[config.mk]
export PLATFORM = sky130hd
export DESIGN_NAME = reservation_station
export DESIGN_NICKNAME = d
export VERILOG_FILES = /design/src/rtl/tomasulo_pkg.sv /design/src/rtl/rs_oldest_select.sv /design/src/rtl/reservation_station.sv
export SDC_FILE = /design/constraint.sdc
export NUM_CORES = 1
export LEC_CHECK = 0
export BUFFER_PORTS_ARGS = -buffer_cell sky130_fd_sc_hd__buf_2
export CORE_ASPECT_RATIO = 0.8
export CORE_MARGIN = 4
export CORE_UTILIZATION = 54
export CTS_CLUSTER_SIZE = 8
export DETAILED_ROUTE_END_ITERATION = 8
export GPL_TIMING_DRIVEN = 0
export PLACE_DENSITY_LB_ADDON = 0.12
export RECOVER_POWER = 50
export SYNTH_ARGS = -nofsm -noshare
export SYNTH_HDL_FRONTEND = slang
export SYNTH_HIERARCHICAL = 1
export SYNTH_SLANG_ARGS = --single-unit
[constraint.sdc]
create_clock -name clk -period 10.1 [get_ports clk]
set_input_delay 0.505 -clock clk [delete_from_list [all_inputs] [get_ports clk]]
set_output_delay 0.505 -clock clk [all_outputs]
set_load 0.05 [all_outputs]
[src/rtl/tomasulo_pkg.sv]
// Shared Tomasulo constants, opcode encodings and the reservation-station entry record.
package tomasulo_pkg;

  localparam int RS_ENTRIES = 4;
  localparam int RS_TAG_W   = 5;
  localparam int RS_DATA_W  = 32;
  localparam int RS_OP_W    = 4;
  localparam int RS_AGE_W   = $clog2(RS_ENTRIES);

  localparam logic [RS_OP_W-1:0] OP_ADD = 4'h0;
  localparam logic [RS_OP_W-1:0] OP_SUB = 4'h1;
  localparam logic [RS_OP_W-1:0] OP_AND = 4'h2;
  localparam logic [RS_OP_W-1:0] OP_OR  = 4'h3;
  localparam logic [RS_OP_W-1:0] OP_XOR = 4'h4;
  localparam logic [RS_OP_W-1:0] OP_SLL = 4'h5;
  localparam logic [RS_OP_W-1:0] OP_SRL = 4'h6;
  localparam logic [RS_OP_W-1:0] OP_MUL = 4'h7;

  typedef struct packed {
    logic                 busy;
    logic [RS_OP_W-1:0]   op;
    logic [RS_TAG_W-1:0]  dst;
    logic                 rj;
    logic [RS_DATA_W-1:0] vj;
    logic [RS_TAG_W-1:0]  qj;
    logic                 rk;
    logic [RS_DATA_W-1:0] vk;
    logic [RS_TAG_W-1:0]  qk;
    logic [RS_AGE_W-1:0]  age;
  } rs_entry_t;

endpackage

[src/rtl/rs_oldest_select.sv]
// Combinational picker: one-hot grant to the ready entry with the highest age.
module rs_oldest_select #(
  parameter int N     = 4,
  parameter int AGE_W = 2
) (
  input  logic [N-1:0]            i_ready,
  input  logic [N-1:0][AGE_W-1:0] i_age,
  output logic [N-1:0]            o_grant,
  output logic                    o_valid
);

  logic [AGE_W-1:0] w_best;
  logic             w_found;

  always_comb begin
    o_grant = '0;
    w_found = 1'b0;
    w_best  = '0;
    for (int i = 0; i < N; i++) begin
      if (i_ready[i] && (!w_found || i_age[i] > w_best)) begin
        o_grant    = '0;
        o_grant[i] = 1'b1;
        w_found    = 1'b1;
        w_best     = i_age[i];
      end
    end
    o_valid = w_found;
  end

endmodule

[src/rtl/reservation_station.sv]
// Tomasulo reservation station: holds renamed ops until both operands are ready, dispatches oldest first.
// Optional macro RS_CDB_BYPASS_EN enables same-cycle CDB capture on accept.
module reservation_station
  import tomasulo_pkg::*;
#(
  parameter int ENTRIES = RS_ENTRIES,
  parameter int TAG_W   = RS_TAG_W,
  parameter int DATA_W  = RS_DATA_W,
  parameter int OP_W    = RS_OP_W
) (
  input  logic              clk,
  input  logic              rst,
  input  logic              flush,
  input  logic              issue_valid,
  output logic              issue_ready,
  input  logic [OP_W-1:0]   issue_op,
  input  logic [TAG_W-1:0]  issue_dst,
  input  logic              issue_rj,
  input  logic              issue_rk,
  input  logic [DATA_W-1:0] issue_vj,
  input  logic [DATA_W-1:0] issue_vk,
  input  logic [TAG_W-1:0]  issue_qj,
  input  logic [TAG_W-1:0]  issue_qk,
  input  logic              cdb_valid,
  input  logic [TAG_W-1:0]  cdb_tag,
  input  logic [DATA_W-1:0] cdb_data,
  output logic              disp_valid,
  input  logic              disp_ready,
  output logic [OP_W-1:0]   disp_op,
  output logic [DATA_W-1:0] disp_vj,
  output logic [DATA_W-1:0] disp_vk,
  output logic [TAG_W-1:0]  disp_dst
);

  localparam int AGE_W = RS_AGE_W;
  localparam logic [AGE_W-1:0] AGE_MAX = AGE_W'(ENTRIES - 1);

  rs_entry_t r_ent [ENTRIES];

  logic [ENTRIES-1:0]            w_busy, w_ready, w_grant, w_alloc;
  logic [ENTRIES-1:0][AGE_W-1:0] w_age, w_age_next;
  logic [AGE_W-1:0]              w_disp_age;
  logic                          w_any_free, w_accept, w_disp_fire, w_sel_valid, w_hit;
  logic                          w_byp_j, w_byp_k;
  rs_entry_t                     w_new;

  always_comb begin
    for (int i = 0; i < ENTRIES; i++) begin
      w_busy[i]  = r_ent[i].busy;
      w_ready[i] = r_ent[i].busy & r_ent[i].rj & r_ent[i].rk;
      w_age[i]   = r_ent[i].age;
    end
  end

  always_comb begin
    w_alloc = '0;
    w_hit   = 1'b0;
    for (int i = 0; i < ENTRIES; i++) begin
      if (!w_busy[i] && !w_hit) begin
        w_alloc[i] = 1'b1;
        w_hit      = 1'b1;
      end
    end
  end

  assign w_any_free = ~&w_busy;

`ifdef RS_CDB_BYPASS_EN
  assign w_byp_j     = ~issue_rj & cdb_valid & (issue_qj == cdb_tag);
  assign w_byp_k     = ~issue_rk & cdb_valid & (issue_qk == cdb_tag);
  assign issue_ready = w_any_free;
`else
  // Without the bypass a broadcast during accept would be missed, so stall issue instead.
  assign w_byp_j     = 1'b0;
  assign w_byp_k     = 1'b0;
  assign issue_ready = w_any_free & ~cdb_valid;
`endif

  assign w_accept = issue_valid & issue_ready;

  rs_oldest_select #(.N(ENTRIES), .AGE_W(AGE_W)) u_sel (
    .i_ready (w_ready),
    .i_age   (w_age),
    .o_grant (w_grant),
    .o_valid (w_sel_valid)
  );

  assign disp_valid  = w_sel_valid;
  assign w_disp_fire = w_sel_valid & disp_ready;

  always_comb begin
    disp_op    = '0;
    disp_vj    = '0;
    disp_vk    = '0;
    disp_dst   = '0;
    w_disp_age = '0;
    for (int i = 0; i < ENTRIES; i++) begin
      if (w_grant[i]) begin
        disp_op    = disp_op    | r_ent[i].op;
        disp_vj    = disp_vj    | r_ent[i].vj;
        disp_vk    = disp_vk    | r_ent[i].vk;
        disp_dst   = disp_dst   | r_ent[i].dst;
        w_disp_age = w_disp_age | r_ent[i].age;
      end
    end
  end

  // Ages stay a dense rank: entries older than the departing one close the gap, keeping them unique.
  always_comb begin
    for (int i = 0; i < ENTRIES; i++) begin
      w_age_next[i] = w_age[i];
      if (w_disp_fire && (w_age[i] > w_disp_age))
        w_age_next[i] = w_age[i] - 1'b1;
      if (w_accept && (w_age_next[i] != AGE_MAX))
        w_age_next[i] = w_age_next[i] + 1'b1;
    end
  end

  always_comb begin
    w_new      = '0;
    w_new.busy = 1'b1;
    w_new.op   = issue_op;
    w_new.dst  = issue_dst;
    w_new.rj   = issue_rj | w_byp_j;
    w_new.vj   = w_byp_j ? cdb_data : issue_vj;
    w_new.qj   = issue_qj;
    w_new.rk   = issue_rk | w_byp_k;
    w_new.vk   = w_byp_k ? cdb_data : issue_vk;
    w_new.qk   = issue_qk;
  end

  always_ff @(posedge clk or posedge rst) begin
    if (rst) begin
      for (int i = 0; i < ENTRIES; i++) r_ent[i] <= '0;
    end else if (flush) begin
      for (int i = 0; i < ENTRIES; i++) begin
        r_ent[i].busy <= 1'b0;
        r_ent[i].age  <= '0;
      end
    end else begin
      for (int i = 0; i < ENTRIES; i++) begin
        if (w_accept && w_alloc[i]) begin
          r_ent[i] <= w_new;
        end else if (r_ent[i].busy) begin
          if (cdb_valid && !r_ent[i].rj && (r_ent[i].qj == cdb_tag)) begin
            r_ent[i].rj <= 1'b1;
            r_ent[i].vj <= cdb_data;
          end
          if (cdb_valid && !r_ent[i].rk && (r_ent[i].qk == cdb_tag)) begin
            r_ent[i].rk <= 1'b1;
            r_ent[i].vk <= cdb_data;
          end
          if (w_disp_fire && w_grant[i])
            r_ent[i].busy <= 1'b0;
          r_ent[i].age <= w_age_next[i];
        end
      end
    end
  end

endmodule

# Yosys cells after proc, flatten, opt, wreduce, memory -nomap -nowiden
# Index checks and enable logic that the tools add are counted.
[totals]
register_bits = 352
latch_bits = 0
ram_bits = 0
mem_bits_ro = 0
in_bits = 128
wordCells = 276
memories = 0
[op_classes]
n_addsub = 8
multipliers = 0
n_div = 0
magnitude_cmp = 7
n_eq_ne = 12
n_shift = 0
muxes = 94
bitwise_logic = 28
reduce_logical = 87
[op_table]
columns = ["operator", "count"]
rows = [
  ["2-to-1 mux 33 bit", 24],
  ["2-to-1 mux 32 bit", 8],
  ["bitwise OR 32 bit", 6],
  ["2-to-1 mux 2 bit", 24],
  ["equality test 5 bit", 8],
  ["logical AND 1 bit", 38],
  ["2-to-1 mux 4 bit", 7],
  ["2-to-1 mux 1 bit", 24],
  ["AND reduction 3 bit", 8],
  ["nonzero test 2 bit", 12],
  ["2-to-1 mux 5 bit", 4],
  ["zero test 1 bit", 17],
  ["bitwise OR 5 bit", 3],
  ["greater-than comparator 2 bit", 7],
  ["bitwise OR 4 bit", 3],
  ["nonzero test 3 bit", 4],
  ["AND 1 bit", 11],
  ["2-to-1 mux 3 bit", 3],
  ["adder 2 x 1 -> 2 bit (second input constant)", 4],
  ["inequality test 2 bit (second input constant)", 4],
  ["AND reduction 2 bit", 4],
  ["subtractor 2 x 1 -> 2 bit (second input constant)", 4],
  ["bitwise OR 2 bit", 3],
  ["AND reduction 4 bit", 1],
  ["2 further kinds", 5],
]

# Logic depth before layout (Yosys ltp)
# Gate-level depths: netlist (run 1).
[logic_depth]
word_depth = 31
depth_mapped = 32
ltp_nobuf = 28

# By module
# The synthesis (run 1) kept the hierarchy.
[modules_own_cells]
columns = ["mod", "n_inst", "cells_per_inst", "area_per_inst_um2", "seq_area_each_um2"]
rows = [
  ["reservation_station", 1, 1860, 17969.7, 8808.4],
  ["rs_oldest_select", 1, 36, 272.8, 0.0],
]

# Least setup slack after synthesis (run 1)
# Ideal clock, no wire load.
[synth_timing]
path_type = "reg2reg"
from = "register r_ent[351] (netlist name)"
to = "register r_ent[88] (netlist name)"
setup_time_ns = 0.087
t_arrival_ns = 6.525
path_slack_ns = 3.489
path_stages_with_launch = 32
synth_period_minus_slack_ns = 6.611
path_cell_list = "dfrtp_1 buf_2 and3_1 buf_4 nand2_1 ha_1 nor2b_1 o311a_1 a32oi_1 ha_1 nor2b_1 a2bb2oi_1 o21a_1 mux2_1 ha_1 nor2b_1 a2bb2oi_1 o21a_1 nor2b_1 clkbuf_1 buf_1 a22oi_1 nand2_1 ha_1 nor2_1 o2111ai_1 and3_1 or2_1 ha_1 or3_1 or2_2 o211ai_1"
[synth_between]
word_cells_on_any_way = 55
classes_between = "add/sub (1); order compare (4); eq/ne (1); mux (23); bitwise (8); reduce/logical (18)"
[synth_rtl]
columns = ["item", "line", "text"]
rows = [
  ["from (decl)", "reservation_station.sv:38", "rs_entry_t r_ent [ENTRIES];"],
  ["from (signal, indexed assignment)", "reservation_station.sv:143", "r_ent[i] <= w_new;"],
  ["AND 1 bit * (2 in series)", "reservation_station.sv:50", "w_ready[i] = r_ent[i].busy & r_ent[i].rj & r_ent[i].rk;"],
  ["via w_ready[0]", "reservation_station.sv:40", "logic [ENTRIES-1:0] w_busy, w_ready, w_grant, w_alloc;"],
  ["2-to-1 mux 2 bit or 2-to-1 mux 1 bit (tied branches)", "rs_oldest_select.sv:20", "if (i_ready[i] && (!w_found || i_age[i] > w_best)) begin"],
  ["greater-than comparator 2 bit or zero test 1 bit (tied branches)", "rs_oldest_select.sv:20", ""],
  ["logical OR 1 bit", "rs_oldest_select.sv:20", ""],
  ["logical AND 1 bit", "rs_oldest_select.sv:20", ""],
  ["2-to-1 mux 2 bit or 2-to-1 mux 1 bit (tied branches)", "rs_oldest_select.sv:20", ""],
  ["greater-than comparator 2 bit or zero test 1 bit (tied branches)", "rs_oldest_select.sv:20", ""],
  ["[7 not listed]", "-", ""],
  ["via w_grant[3]", "reservation_station.sv:40", ""],
  ["[1 not listed]", "-", ""],
  ["greater-than comparator 2 bit *", "reservation_station.sv:112", "if (w_disp_fire && (w_age[i] > w_disp_age))"],
  ["logical AND 1 bit *", "reservation_station.sv:112", ""],
  ["2-to-1 mux 2 bit *", "reservation_station.sv:112", ""],
  ["branches (longest 2 deep; another with adder 2 x 1 -> 2 bit)", "-", ""],
  ["2-to-1 mux 2 bit *", "reservation_station.sv:114", "if (w_accept && (w_age_next[i] != AGE_MAX))"],
  ["2-to-1 mux 2 bit *", "reservation_station.sv:144", "end else if (r_ent[i].busy) begin"],
  ["2-to-1 mux 2 bit *", "reservation_station.sv:142", "if (w_accept && w_alloc[i]) begin"],
  ["2-to-1 mux 3 bit *", "reservation_station.sv:135", "end else if (flush) begin"],
]
# Mark *: on every way through the listed nets, which the timed path passes. The select of a mux whose other input is x is not followed.
# A chain may end at the register's enable or synchronous reset.

# Final worst setup path (run 1)
[layout_timing]
from = "register r_ent[351] (netlist name)"
to = "register r_ent[0] (netlist name)"
[layout_between]
word_cells_on_any_way = 58
classes_between = "add/sub (1); order compare (4); eq/ne (1); mux (24); bitwise (8); reduce/logical (20)"
[layout_rtl]
columns = ["item", "line"]
rows = [
  ["AND 1 bit * (2 in series)", "reservation_station.sv:50"],
  ["via w_ready[0]", "reservation_station.sv:40"],
  ["2-to-1 mux 2 bit or 2-to-1 mux 1 bit (tied branches)", "rs_oldest_select.sv:20"],
  ["greater-than comparator 2 bit or zero test 1 bit (tied branches)", "rs_oldest_select.sv:20"],
  ["logical OR 1 bit", "rs_oldest_select.sv:20"],
  ["logical AND 1 bit", "rs_oldest_select.sv:20"],
  ["2-to-1 mux 2 bit or 2-to-1 mux 1 bit (tied branches)", "rs_oldest_select.sv:20"],
  ["greater-than comparator 2 bit or zero test 1 bit (tied branches)", "rs_oldest_select.sv:20"],
  ["[7 not listed]", "-"],
  ["via w_grant[3]", "reservation_station.sv:40"],
  ["[1 not listed]", "-"],
  ["greater-than comparator 2 bit *", "reservation_station.sv:112"],
  ["logical AND 1 bit *", "reservation_station.sv:112"],
  ["2-to-1 mux 2 bit *", "reservation_station.sv:112"],
  ["branches (longest 2 deep; another with adder 2 x 1 -> 2 bit)", "-"],
  ["2-to-1 mux 2 bit *", "reservation_station.sv:114"],
  ["2-to-1 mux 2 bit *", "reservation_station.sv:144"],
  ["2-to-1 mux 2 bit *", "reservation_station.sv:142"],
  ["2-to-1 mux 2 bit *", "reservation_station.sv:135"],
]
# Marks and branches as above.

==> results of run 1 <==
-- worst max-delay path: cells and delay by family (launching register included) --
kind            cells  cell delay (ns)
mux                 1             0.34
simple gates       13             2.62
buf+inv             4             2.11
fa+ha+maj           5             1.41
compound gates      9             2.03
flops               1             0.36
-- layer usage --
metal,vias up,wire length [µm]
met1,7880,26610
li1,7228,-
met3,144,5762
met5,-,13
met4,2,2101
met2,828,26790
-- where the power goes --
part | leakage (µW) | switching [µW] | total, µW | internal [µW]
logic | 0.00485 | 344 | 559 | 215
clock network | 0.000633 | 595 | 1470 | 877
registers | 0.00451 | 116 | 1730 | 1620
-- cells in the mapped netlist, types with 4 or more instances --
library cell,n,area [µm²]
nand3b_1,4,30.03
clkbuf_1,58,217.7
and3_1,8,50.05
ha_1,14,175.2
mux2_1,11,123.9
nand3_1,13,65.06
nor2_1,194,728.2
buf_4,11,82.58
o31ai_1,4,30.03
nor2b_1,36,225.2
dfrtp_1,352,8808
nor3_1,12,60.06
xor2_1,33,289.0
or3_1,5,31.28
nand2_1,283,1062
buf_6,6,67.56
a22oi_1,150,1126
mux2i_1,128,1281
mux2_2,99,1115
xnor2_1,7,61.31
buf_2,45,225.2
a31oi_1,38,237.7
a21oi_1,203,1016
inv_1,13,48.80
nor4_1,5,31.28
buf_1,24,90.09
o2111ai_1,4,35.03
or2_2,5,31.28
o21ai_0,68,340.3
-- through the flow --
step / power, µW / util (%)
finish: 3764 / 64.04
detailed placement: 2312 / 60.67
floorplan: 2118 / -
CTS: 3768 / 64.57
global route: 3907 / 64.04
global placement: 2278 / 60.04
-- path summary, 6_finish.rpt --
check | startpoint | endpoint
worst max-delay path | r_ent[351] | r_ent[0]
worst min-delay path | issue_qk[0] | r_ent[90]
worst max register to register | r_ent[351] | r_ent[0]
worst min register to register | r_ent[12] | r_ent[12]
max in group asynchronous | rst | r_ent[109]
min in group asynchronous | rst | r_ent[258]
-- area by class of cell --
| cell class | count | area share [%] |
|---|---|---|
| sequential | 352 | 41.78 |
| multi-input combinational | 1385 | 41.20 |
| clock buffer | 51 | 6.053 |
| timing repair buffer | 207 | 4.854 |
| buffer | 144 | 3.210 |
| tap | 427 | 2.534 |
| inverter | 15 | 0.2730 |
| antenna | 5 | 0.05934 |
| clock inverter | 1 | 0.04154 |
-- cells by family after synthesis --
kind of cell / Yosys count
simple gates: 593
compound gates: 500
flops: 352
mux: 238
buf+inv: 159
xor+xnor: 40
fa+ha+maj: 14
==> qor.csv, run 1 <==
metric,value,unit
cts_sinks,352,
worst_path_max_delay_cell,clkbuf_1,
grtUsageMet3,7.147,%
synthXorXnorAreaFrac,1.920,%
tightestPinTransition,2.311,ns
irDropWorstVdd,133.5,µV
wl_per_cell,23.69,µm
yosysWarningCount,6,
period_share,88.69,%
max_freq,111.6,MHz
antenna_left,0,
power.leakage,0.01000,µW
fin_area,21080,µm²
reg_top3,r_ent (352),
final-hold-violation-count,0,
grt_pass1_vias,16080,
finalMaxSlewViolations,295,
drc,0,
layout_commonest_cell,dfrtp_1,
postSynth.asyncResetShare,100.0,%
synth-simple-area-share,13.96,%
ctsHtreeMaxLevel,2,
busiest_layer,met2,
powerDensity,178.5,nW/µm²
clock_latency,0.56,ns
synth_mux_area_share,13.81,%
syn_inst,1896,
die_area,36810,µm²
fin_ws,1.142,ns
skew,0.01427,ns
max-cap-violations,9,
final_cell_mix,"352 x dfrtp_1, 283 x nand2_1, 237 x buf_2",
ctsHoldBuffers,0,
ys.flop_type,dfrtp_1,
synthAdderAreaFrac,0.9602,%
antenna_found_initial,6,
fill_cells,2766,
synth_nets,2038,
use_met2,49.34,%
synth_edf_count,0,
synth_top_family_by_area,compound AO/OA/AOI/OAI gates,
core_area,32920,µm²
postPlaceCellArea,19970,µm²
initialDrtViolationCount,1650,
overflow,0,
dp_hpwl,43.70,mm
cts_tree,done,
synth_compound_area_share,17.00,%
tns,0,ns
portBuffers,197,
path_clk_slew,0.05,ns
r2r_setup_slack,1.14,ns
crit_top_cell,ha_1,
area_growth,15.58,%
worstPathRequired,10.60,ns
first_pass_iters,6,
outcome,"complete, but fails checks",
vias_per_cell,6.216,
largest_reg_flops,352,
syn_avg_cell_area,9.622,µm²
groute.usage.overall,33.13,%
cts_buffers,49,
ys_seq_area_share,48.29,%
fin_crit,8.958,ns
dp.cells,2530,
grt_pass1_wl,93.57,mm
multi_input_area,8686,µm²
violations,"max-capacitance violations, max-slew violations",
start_util,55.41,%
wl,61.28,mm
cp_max_fo,10,
grt_max_degree,43,
root_buffer,clkbuf_16,
critical_path_arrival,9.45,ns
regArea,8808,µm²
rows,59,
die_x,213.5,µm
min_delay_path_depth,2,
drive_above_1_share,19.63,%
rsz0062_at_grt,no,
crit_type,reg -> reg,
worst_hold_slack,0.2009,ns
worstRegToRegCells,32,
vias,16080,
setup_viol,0,
top_register,r_ent,
clock_path_buffers,3,
gp_congestion,0.9163,
ctsResizeCount,0,
synth.distinct_cells,64,
cp-start-kind,register,
fin_cells,2587,
max_slew_margin,-54.04,%
die_h,172.4,µm
use_met1,48.32,%
nets,2296,
end_kind,register,
io_pins,203,
syn_area,18240,µm²
postCtsSetupRepairBufs,0,
hp-class,in -> reg,
max_stage_delay,0.89,ns
place_ws,1.591,ns
ys_ff_latch,352,
(Power assumes the default switching activity.)
==> run 2: changes to the inputs <==
--- a/config.mk
+++ b/config.mk
@@ -8,7 +8,7 @@
 export BUFFER_PORTS_ARGS = -buffer_cell sky130_fd_sc_hd__buf_2
 export CORE_ASPECT_RATIO = 0.8
 export CORE_MARGIN = 4
-export CORE_UTILIZATION = 54
+export CORE_UTILIZATION = 59
 export CTS_CLUSTER_SIZE = 8
 export DETAILED_ROUTE_END_ITERATION = 8
 export GPL_TIMING_DRIVEN = 0
==> constraint.sdc (replaced) <==
create_clock -name clk -period 9.46 [get_ports clk]
set_input_delay 0.473 -clock clk [delete_from_list [all_inputs] [get_ports clk]]
set_output_delay 0.473 -clock clk [all_outputs]
set_load 0.05 [all_outputs]
==> qor.csv, run 2 (synthesized netlist as in run 1, its figures left out) <==
metric,value,unit,change
grt_pass1_vias,16200,,+0.78%
whs_endpoint,r_ent[92],,
portBuffers,197,,unchanged
tns,0,ns,unchanged
wl_per_cell,23.90,µm,+0.88%
rows,57,,-3.4%
outcome,"complete, but fails checks",,
end_kind,register,,
setup_viol,0,,unchanged
largest_reg_flops,352,,unchanged
path_clk_slew,0.06,ns,about the same
violations,"max-capacitance violations, max-slew violations",,
drive_above_1_share,19.43,%,-0.20 points
grt_max_degree,41,,-4.7%
critical_path_arrival,9.13,ns,-0.32 ns
ctsHtreeMaxLevel,2,,unchanged
gp_congestion,0.9207,,+0.48%
max_stage_delay,0.80,ns,-0.09 ns
r2r_setup_slack,0.82,ns,-0.32 ns
wl,61.46,mm,+0.29%
antenna_found_initial,4,,-2
overflow,0,,unchanged
max-cap-violations,7,,-2
rsz0062_at_grt,no,,
dp_hpwl,43.01,mm,-1.6%
fin_crit,8.640,ns,-0.3177 ns
nets,2298,,+0.087%
die_h,165.3,µm,-4.1%
worstPathRequired,9.95,ns,-0.65 ns
hp-class,in -> reg,,
min_delay_path_depth,2,,unchanged
cts_tree,done,,
start_util,59.90,%,+4.5 points
worst_path_max_delay_cell,clkbuf_1,,
cp-start-kind,register,,
worstRegToRegCells,32,,unchanged
vias,16450,,+2.3%
initialDrtViolationCount,1947,,+18%
period_share,91.33,%,+2.6 points
vias_per_cell,6.397,,+2.9%
drc,0,,unchanged
final-hold-violation-count,0,,unchanged
irDropWorstVdd,140.2,µV,+5.1%
core_area,30450,µm²,-7.5%
fin_ws,0.8198,ns,-0.3223 ns
clock_path_buffers,3,,unchanged
reg_top3,r_ent (352),,
clock_latency,0.57,ns,about the same
die_area,33810,µm²,-8.1%
crit_family,simple AND/OR/NAND/NOR gates,,
power.leakage,0.009986,µW,-0.16%
top_register,r_ent,,
dp.cells,2517,,-0.51%
grt_pass1_wl,93.96,mm,+0.42%
crit_buf_inv,4,,unchanged
cts_sinks,352,,unchanged
hold_start,issue_qk[2],,
tightestPinTransition,2.255,ns,-0.05562 ns
antenna_left,0,,unchanged
worst_hold_slack,0.1826,ns,-0.01833 ns
powerDensity,189.8,nW/µm²,+6.3%
max_slew_margin,-50.33,%,+3.7 points
io_pins,203,,unchanged
r2r-end,r_ent[0],,
first_pass_iters,8,,+2
root_buffer,clkbuf_16,,
finalMaxSlewViolations,214,,-27%
cp_max_fo,10,,unchanged
fill_cells,2419,,-13%
fin_cells,2572,,-0.58%
crit_type,reg -> reg,,
cts_buffers,49,,unchanged
final_cell_mix,"352 x dfrtp_1, 283 x nand2_1, 235 x buf_2",,
layout_commonest_cell,dfrtp_1,,
r2r-start,r_ent[351],,
area_growth,15.40,%,
place_ws,1.131,ns,-0.4601 ns
crit_top_cell,ha_1,,
die_x,204.6,µm,-4.2%
skew,0.02022,ns,+0.005949 ns
max_freq,115.7,MHz,+3.7%
groute.usage.overall,35.92,%,+2.8 points
run 2: cell types whose count changed in the layout (fill, tap and decap cells not counted), moves of 2 or more:
cell	change
diode_2	-3
buf_12	+2
clkbuf_1	+5
buf_4	-3
clkbuf_16	-2
buf_2	-2
clkinv_8	+2
run 2: routing by layer:
| layer | part of all wire [%] | GRT usage (%) |
|---|---|---|
| met5 | 0.034 | 0 |
| met3 | 11 | 9.000 |
| met2 | 44 | 53.64 |
| met1 | 42 | 51.26 |
| met4 | 3.6 | 13.46 |
run 2: how the worst max path moves through the flow:
stage            endpoint  cells after the start  slack, ns       start
2_1_floorplan   r_ent[88]                     31       2.85  r_ent[351]
3_3_place_gp     r_ent[0]                     32       1.18  r_ent[351]
3_5_place_dp     r_ent[0]                     32       1.13  r_ent[351]
4_1_cts        r_ent[177]                     31       1.07  r_ent[351]
5_1_grt          r_ent[0]                     32       0.42  r_ent[351]
6_report         r_ent[0]                     32       0.82  r_ent[351]
run 2: power breakdown:
part / internal, µW / switching (µW) / leakage [µW] / total (µW)
registers: 1730 / 127 / 0.00451 / 1850
logic: 231 / 370 / 0.00485 / 601
clock network: 907 / 633 / 0.000622 / 1540
run 2: cell type report:
type | instances | area [µm²] | area share, %
multi-input cells | 1385 | 8672 | 41.19
inverters | 15 | 57.56 | 0.2734
clock inverters | 3 | 41.29 | 0.1961
well taps | 413 | 516.7 | 2.455
clock buffers | 49 | 1226 | 5.824
repair buffers | 209 | 1067 | 5.070
flip-flops and latches | 352 | 8808 | 41.84
diodes | 2 | 5.005 | 0.02377
plain buffers | 144 | 658.1 | 3.126
run 2: what timing repair did:
item | CTS | global route
hold endpoints to repair | 20 | 0
gates resized for setup | 0 | 0
hold buffers | 1 | 0
setup buffers | 0 | 0
run 2: through the flow:
stage                     total power (µW)  utilization, %  area [µm²]
after CTS                             3995           69.77       21250
after floorplan                       2262               -       18250
final                                 3995           69.13       21050
after detailed placement              2468           65.57       19970
after global placement                2428           64.85       19750
after global routing                  4153           69.13       21050
==> run 3: changes to the inputs <==
--- a/config.mk
+++ b/config.mk
@@ -6,7 +6,7 @@
 export NUM_CORES = 1
 export LEC_CHECK = 0
 export BUFFER_PORTS_ARGS = -buffer_cell sky130_fd_sc_hd__buf_2
-export CORE_ASPECT_RATIO = 0.8
+export CORE_ASPECT_RATIO = 1.75
 export CORE_MARGIN = 4
 export CORE_UTILIZATION = 59
 export CTS_CLUSTER_SIZE = 8
==> qor.csv, run 3 (synthesized netlist as in run 1, its figures left out) <==
metric,value,unit,change
dp_hpwl,43.98,mm,+2.3%
finalMaxSlewViolations,280,,+31%
worstRegToRegCells,32,,unchanged
area_growth,15.05,%,
grt_pass1_wl,94.74,mm,+0.83%
period_share,91.70,%,+0.36 points
cts_tree,done,,
overflow,0,,unchanged
fin_ws,0.7855,ns,-0.03434 ns
outcome,"complete, but fails checks",,
portBuffers,197,,unchanged
wl_per_cell,24.23,µm,+1.4%
antenna_left,0,,unchanged
largest_reg_flops,352,,unchanged
crit_start,r_ent[351],,
hp-class,in -> reg,,
postCtsSetupRepairBufs,0,,unchanged
fin_crit,8.675,ns,+0.03434 ns
powerDensity,190.2,nW/µm²,+0.24%
layout_commonest_cell,dfrtp_1,,
r2r-end,r_ent[0],,
max-cap-violations,8,,+1
violations,"max-capacitance violations, max-slew violations",,
core_area,30270,µm²,-0.60%
tns,0,ns,unchanged
path_clk_slew,0.06,ns,about the same
io_pins,203,,unchanged
reg_top3,r_ent (352),,
clock_path_buffers,3,,unchanged
crit_end,r_ent[0],,
vias,16410,,-0.28%
cts_sinks,352,,unchanged
final_util,69.34,%,+0.21 points
worstPathRequired,9.95,ns,about the same
nets,2296,,-0.087%
max_freq,115.3,MHz,-0.40%
die_h,240.6,µm,+46%
end_kind,register,,
rows,84,,+47%
max_slew_margin,-60.05,%,-9.7 points
setup_viol,0,,unchanged
top_register,r_ent,,
r2r-start,r_ent[351],,
crit_buf_inv,4,,unchanged
grt_pass1_vias,17060,,+5.3%
cp-start-kind,register,,
final-hold-violation-count,0,,unchanged
groute.usage.overall,36.05,%,+0.13 points
ctsHtreeMaxLevel,2,,unchanged
final_cell_mix,"352 x dfrtp_1, 283 x nand2_1, 237 x buf_2",,
hold_start,issue_qk[0],,
cts_buffers,49,,unchanged
first_pass_iters,6,,-2
grt_max_degree,44,,+7.3%
crit_type,reg -> reg,,
gp_congestion,0.9246,,+0.42%
worst_path_max_delay_cell,clkbuf_1,,
tightestPinTransition,2.401,ns,+0.1458 ns
critical_path_arrival,9.17,ns,+0.04 ns
crit_family,simple AND/OR/NAND/NOR gates,,
cp_max_fo,10,,unchanged
crit_top_cell,ha_1,,
die_x,140.9,µm,-31%
start_util,60.27,%,+0.36 points
antenna_found_initial,5,,+1
power.leakage,0.009974,µW,-0.12%
ctsResizeCount,0,,unchanged
max_stage_delay,0.79,ns,about the same
rsz0062_at_grt,no,,
crit_cells,32,,unchanged
wl,61.72,mm,+0.42%
die_area,33910,µm²,+0.28%
skew,0.01817,ns,-0.002057 ns
r2r_setup_slack,0.79,ns,-0.03 ns
irDropWorstVdd,150.5,µV,+7.4%
clock_latency,0.57,ns,about the same
initialDrtViolationCount,1619,,-17%
root_buffer,clkbuf_16,,
drc,0,,unchanged
fill_cells,2421,,+0.083%
vias_per_cell,6.441,,+0.70%
place_ws,1.066,ns,-0.06486 ns
drive_above_1_share,19.49,%,+0.064 points
run 3: cell types whose count changed in the layout (fill, tap and decap cells not counted), sizes merged:
cell,before,now
diode,2,5
buf,274,275
clkbuf,127,124
run 3: worst min-delay path by stage:
stage                      endpoint  slack (ns)  cells after the start
after detailed placement  r_ent[32]        0.47                      2
after global routing      r_ent[90]        0.18                      2
final                     r_ent[90]        0.18                      2
after floorplan           r_ent[10]        0.45                      2
after CTS                 r_ent[90]        0.16                      2
after global placement    r_ent[20]        0.46                      2
run 3: what timing repair did:
item                                    in CTS  in global routing
hold buffers                                 1                  0
hold endpoints to repair                    22                  0
endpoints found under the setup margin       0                  0
run 3: final cells by class:
type	instances	area, µm²	area share, %
Clock buffer	49	1226	5.842
Multi-Input combinational cell	1385	8665	41.28
Antenna cell	5	12.51	0.05962
Clock inverter	3	41.29	0.1967
Tap cell	387	484.2	2.307
Timing Repair Buffer	207	1031	4.912
Inverter	15	57.56	0.2742
Sequential cell	352	8808	41.97
Buffer	144	661.9	3.154
run 3: metrics by stage:
step	hold slack, ns	instance area [µm²]	total power [µW]	instances
final	0.1788	20990	3992	2547
after global routing	0.1786	20980	4141	2543
after detailed placement	0.4709	19900	2469	2489
after CTS	0.1610	21170	3992	2542
after global placement	0.4607	19720	2430	2480
after floorplan	0.4502	18250	2262	1896
run 3: per-layer routing:
layer / global-route usage [%] / share of wire [%]
met1: 42.71 / 35
met2: 61.90 / 50
met3: 6.225 / 8.0
met4: 20.69 / 6.2
met5: 0 / 0.029
run 3: power by group:
group,switching (µW),internal [µW]
registers,129,1730
clock network,631,907
logic,369,229
